<file path="src/rtl/alarm_pkg.sv">
// rtl/alarm_pkg.sv - shared state encoding and default timing constants for alarm_tone_gen
package alarm_pkg;

   typedef enum logic [1:0] {
      ST_IDLE = 2'd0,
      ST_TONE = 2'd1,
      ST_GAP  = 2'd2
   } state_t;

   // Default cycle counts for a 100 MHz clock.
   localparam int DEF_TONE_HALF_CYC = 25000;     // 2 kHz tone
   localparam int DEF_BEEP_CYC      = 20000000;  // 200 ms burst
   localparam int DEF_GAP_CYC       = 10000000;  // 100 ms silence

   // Duration counter width; must hold max(BEEP_CYC, GAP_CYC).
   localparam int DEF_CNT_W         = 32;

   localparam int NUM_BEEPS_W       = 4;

endpackage

</file>
<file path="src/rtl/tone_divider.sv">
// rtl/tone_divider.sv - half-period square-wave generator for the alarm tone
//
// Ports:
//   clk, rst_n : clock, asynchronous active-low reset
//   en         : run the divider; when low the output and counter are held at 0
//   clr        : restart the wave; the next output cycle is the first high half-period
//   sq_out     : registered square wave, high for the first HALF_CYC cycles after clr
module tone_divider
   import alarm_pkg::*;
#(
   parameter int HALF_CYC = DEF_TONE_HALF_CYC,
   parameter int CNT_W    = DEF_CNT_W
) (
   input  logic clk,
   input  logic rst_n,
   input  logic en,
   input  logic clr,
   output logic sq_out
);

   localparam logic [CNT_W-1:0] HALF_LAST = CNT_W'(HALF_CYC - 1);

   logic [CNT_W-1:0] cnt_q, cnt_d;
   logic             sq_q, sq_d;

   always_comb begin
      cnt_d = cnt_q;
      sq_d  = sq_q;
      if (!en) begin
         cnt_d = '0;
         sq_d  = 1'b0;
      end else if (clr) begin
         cnt_d = '0;
         sq_d  = 1'b1;
      end else if (cnt_q == HALF_LAST) begin
         cnt_d = '0;
         sq_d  = ~sq_q;
      end else begin
         cnt_d = cnt_q + CNT_W'(1);
      end
   end

   always_ff @(posedge clk or negedge rst_n) begin
      if (!rst_n) begin
         cnt_q <= '0;
         sq_q  <= 1'b0;
      end else begin
         cnt_q <= cnt_d;
         sq_q  <= sq_d;
      end
   end

   assign sq_out = sq_q;

endmodule

</file>
<file path="src/rtl/alarm_tone_gen.sv">
// rtl/alarm_tone_gen.sv - beep pattern generator driving the alarm GPIO
//
// Ports:
//   clk, rst_n : clock, asynchronous active-low reset
//   trigger    : one-cycle request; accepted only in IDLE with num_beeps != 0
//   cancel     : one-cycle abort; wins over a simultaneous trigger
//   num_beeps  : number of tone bursts, sampled on an accepted trigger
//   tone_out   : registered square-wave drive, 0 outside bursts
//   busy       : registered, high while a pattern runs
//   done       : registered one-cycle pulse in the first IDLE cycle after normal completion
module alarm_tone_gen
   import alarm_pkg::*;
#(
   parameter int TONE_HALF_CYC = DEF_TONE_HALF_CYC,
   parameter int BEEP_CYC      = DEF_BEEP_CYC,
   parameter int GAP_CYC       = DEF_GAP_CYC,
   parameter int CNT_W         = DEF_CNT_W
) (
   input  logic                   clk,
   input  logic                   rst_n,
   input  logic                   trigger,
   input  logic                   cancel,
   input  logic [NUM_BEEPS_W-1:0] num_beeps,
   output logic                   tone_out,
   output logic                   busy,
   output logic                   done
);

   localparam logic [CNT_W-1:0] BEEP_LAST = CNT_W'(BEEP_CYC - 1);
   localparam logic [CNT_W-1:0] GAP_LAST  = CNT_W'(GAP_CYC - 1);

   state_t                 state_q, state_d;
   logic [NUM_BEEPS_W-1:0] rem_q, rem_d;
   logic [CNT_W-1:0]       dur_q, dur_d;
   logic                   busy_q, busy_d;
   logic                   done_q, done_d;
   logic                   div_en, div_clr;
   logic                   tone_sq;

   always_comb begin
      state_d = state_q;
      rem_d   = rem_q;
      done_d  = 1'b0;
      unique case (state_q)
         ST_IDLE: begin
            if (trigger && !cancel && (num_beeps != '0)) begin
               state_d = ST_TONE;
               rem_d   = num_beeps;
            end
         end
         ST_TONE: begin
            if (cancel) begin
               state_d = ST_IDLE;
            end else if (dur_q == BEEP_LAST) begin
               if (rem_q > NUM_BEEPS_W'(1)) begin
                  rem_d   = rem_q - NUM_BEEPS_W'(1);
                  state_d = ST_GAP;
               end else begin
                  state_d = ST_IDLE;
                  done_d  = 1'b1;
               end
            end
         end
         ST_GAP: begin
            if (cancel) begin
               state_d = ST_IDLE;
            end else if (dur_q == GAP_LAST) begin
               state_d = ST_TONE;
            end
         end
         default: state_d = ST_IDLE;
      endcase

      // Duration restarts on every state change so each burst/gap counts from 0.
      if ((state_d != state_q) || (state_q == ST_IDLE)) begin
         dur_d = '0;
      end else begin
         dur_d = dur_q + CNT_W'(1);
      end

      busy_d = (state_d != ST_IDLE);

      // The divider is driven from the next state so its registered output
      // lines up with the registered state: high in the first TONE cycle.
      div_en  = (state_d == ST_TONE);
      div_clr = div_en && (state_q != ST_TONE);
   end

   always_ff @(posedge clk or negedge rst_n) begin
      if (!rst_n) begin
         state_q <= ST_IDLE;
         rem_q   <= '0;
         dur_q   <= '0;
         busy_q  <= 1'b0;
         done_q  <= 1'b0;
      end else begin
         state_q <= state_d;
         rem_q   <= rem_d;
         dur_q   <= dur_d;
         busy_q  <= busy_d;
         done_q  <= done_d;
      end
   end

   tone_divider #(
      .HALF_CYC (TONE_HALF_CYC),
      .CNT_W    (CNT_W)
   ) u_tone_divider (
      .clk    (clk),
      .rst_n  (rst_n),
      .en     (div_en),
      .clr    (div_clr),
      .sq_out (tone_sq)
   );

   assign tone_out = tone_sq;
   assign busy     = busy_q;
   assign done     = done_q;

endmodule

</file>
<file path="config.mk">
export PLATFORM = sky130hd
export DESIGN_NAME = alarm_tone_gen
export DESIGN_NICKNAME = d
export VERILOG_FILES = /design/src/rtl/alarm_pkg.sv /design/src/rtl/tone_divider.sv /design/src/rtl/alarm_tone_gen.sv
export SDC_FILE = /design/constraint.sdc
export NUM_CORES = 1
export LEC_CHECK = 0
export BUFFER_PORTS_ARGS = -buffer_cell sky130_fd_sc_hd__buf_2
export CORE_UTILIZATION = 56
export CTS_CLUSTER_SIZE = 25
export DETAILED_ROUTE_END_ITERATION = 10
export PLACE_DENSITY = 0.7
export SETUP_SLACK_MARGIN = 0.5
export SLEW_MARGIN = 20
export SYNTH_ARGS = -nofsm -noshare
export SYNTH_HDL_FRONTEND = slang
export SYNTH_SLANG_ARGS = --single-unit
export TNS_END_PERCENT = 30
</file>
<file path="constraint.sdc">
create_clock -name clk -period 2.7 [get_ports clk]
set_input_delay 0.54 -clock clk [delete_from_list [all_inputs] [get_ports clk]]
set_output_delay 0.54 -clock clk [all_outputs]
set_load 0.01 [all_outputs]
</file>
==> results.toml <==
[setup_path]
r2r_slack_ns = 0.60
worstReg2RegStart = "dur_q[9]"
cp-start-kind = "register"
ff2ff_path_depth = 6
endpoint_kind = "register"
worstSetupPathType = "reg2reg"
cp_data_required_time_ns = 2.94
critical_path.max_fanout = 7
timing.rr.end = "dur_q[19]"
critical_path_arrival_ns = 2.35

[synth]
synth_edf_count = 0
synth_area_per_cell_um2 = 9.64
syn_inst = 416
synth_top_cell_by_area = "dfrtp_1"
synthesis.area_mm2 = 0.00401
synth_top_area_share_pct = 45.6
yosys_register_bits = 73
yosys_warnings = 0
synth_area_leaders = "dfrtp_1 46%, nor2_1 7.1%, xnor2_1 6.8%"
ys_types = 50
ys.flop_type = "dfrtp_1"
yosysMostFrequentCell = "nor2_1"
synth_nets = 428
ys_seq_area_share_pct = 45.6
async_flop_share_pct = 100
synthTopCellsByCount = "76 x nor2_1, 73 x dfrtp_1, 31 x xnor2_1"

[grt]
grt_usage_pct = 23.1
grt_max_degree = 74
grt_pass1_wl_um = 13400
overflow = 0
grt_pass1_vias = 2857
antenna_found_initial = 0

[die]
pin_count = 11
die-area_mm2 = 0.00750
std_cell_rows = 30
die_h_um = 86.6
initial_utilization_pct = 58.4
die-width_um = 86.6
core-area_mm2 = 0.00687

[power]
combPwrFrac_pct = 7.4
clock_power_share_pct = 41.2
power_density_mw_per_mm2 = 508
leakage_nw = 1.68
seqPwrFrac_pct = 51.4
power_mw = 2.23
vdd_ir_drop_max_mv = 0.350
power.switching_mw = 0.549
power.internal_mw = 1.68
p_sw_share_pct = 24.6

[cts]
cts_tree = "done"
clk_latency_ns = 0.36
cts_buffers = 9
clk_pin_slew_ns = 0.08
htree_levels = 3
cts_buffer_depth = 2
cts_sinks = 73
ctsHoldBuffers = 0
root_buffer = "clkbuf_8"

[cells_and_area]
final_area_mm2 = 0.00440
syn_to_final_growth_pct = 9.64
num_antenna_cells = 0
final_nets = 441
layout-drive-gt1-share_pct = 11.5
stdcell_count = 530
nFillCells = 554

[flow_run]
maxCapViolations = 0

[sta]
finalSetupTns_ns = 0
slew_headroom_pct = 40.7
finalMaxSlewViolations = 0
fin_crit_ns = 2.10
whs_ns = 0.303
min_period_over_period_pct = 77.8
clock_skew_ns = 0.0120
rsz0062_at_grt = "no"
tightest_slew_ns = 0.889
fmaxAchievable_mhz = 476
finalSetupViolCount = 0
hold_violations = 0

[drt]
wl_per_cell_um = 14.6
drc_errors = 0
via_count = 3030
postRouteAntennaNets = 0
first_pass_iters = 5
via_per_inst = 5.72
wirelength_um = 7740
drtIter0Drc = 134

[placed_design]
post-dp-hpwl_um = 5210
dp.cells = 512
place_congestion = 0.857
io_buffers = 10
place_area_mm2 = 0.00412

[hold_path]
hp-class = "in2async"

[run_status]
outcome = "finished clean"
-- placed cells by master (no fill, tap or decap), types with 11 or more instances in the layout --
master,instances
clkbuf_8,12
dfrtp_1,72
inv_1,11
nand2_1,21
nand3_1,24
nand4_1,21
nor2_1,76
nor3_1,12
xnor2_1,31
xor2_1,26
-- power by group through the flow --
stage / Sequential, mW / Clock, mW / Combinational [mW]
after CTS: 1.15 / 0.945 / 0.164
after detailed placement: 1.17 / 0 / 0.162
after global routing: 1.15 / 0.994 / 0.191
after global placement: 1.17 / 0 / 0.160
after floorplan: 1.16 / 0 / 0.113
final: 1.15 / 0.921 / 0.166
-- routing by layer --
layer  track usage [%]  part of all wire, %  vias to the layer above
li1                  -                    -                     1504
met1              30.6                   48                     1475
met2              37.1                   47                       42
met3              5.14                  2.9                        9
met4              8.94                  1.6                        0
met5                 0                    0                        -
-- registers in the layout, summed over array words and instances (netlist names) --
| signal | cells |
|---|---|
| done | 1 |
| dur_q | 32 |
| state_q | 2 |
| busy | 1 |
| u_tone_divider.sq_out | 1 |
| u_tone_divider.cnt_q | 32 |
| rem_q | 4 |
-- final cells by class --
cell class	instances	area [um2]	area share, %
tap	96	120	2.73
inverter	11	41.3	0.939
multi-input combinational	318	2080	47.3
clock inverter	4	50.0	1.14
timing repair buffer	16	113	2.56
sequential	73	1830	41.6
clock buffer	12	165	3.76
-- worst max-delay path, stage by stage (launching register included) --
cell,delay (ns)
dfrtp_2,0.45
or4b_1,0.58
nor3_4,0.23
nand3_2,0.16
a22oi_4,0.30
buf_4,0.20
nor2_1,0.06
-- repair_timing --
action / CTS / global route
pin swaps: 1 / 2
setup buffers: 2 / 0
setup endpoints to repair: 24 / 58
resized for setup: 1 / 9
-- how the worst max path moves through the flow --
stage	cells past startpoint	to	start
2_1_floorplan	6	dur_q[27]	dur_q[9]
3_3_place_gp	6	dur_q[10]	dur_q[9]
3_5_place_dp	7	dur_q[4]	dur_q[0]
4_1_cts	7	u_tone_divider.cnt_q[9]	u_tone_divider.cnt_q[1]
5_1_grt	6	dur_q[29]	dur_q[9]
6_report	6	dur_q[19]	dur_q[9]
-- kinds of logic after synthesis --
kind of cell               share of synthesized area, %
AOI/OAI and AO/OA                                  5.40
xor gates and xnor gates                           12.5
adders and majority gates                          1.25
buffers and inverters                              3.25
DFF                                                45.6
muxes                                             0.250
and+or+nand+nor                                    31.8
-- metrics by stage --
| step | util, % | setup slack [ns] |
|---|---|---|
| floorplan | - | 0.801 |
| global placement | 60.0 | 0.501 |
| detailed placement | 60.0 | 0.445 |
| CTS | 63.5 | 0.548 |
| global route | 64.0 | 0.512 |
| finish | 64.0 | 0.598 |
Note: power is estimated with default switching activity, not from simulation.
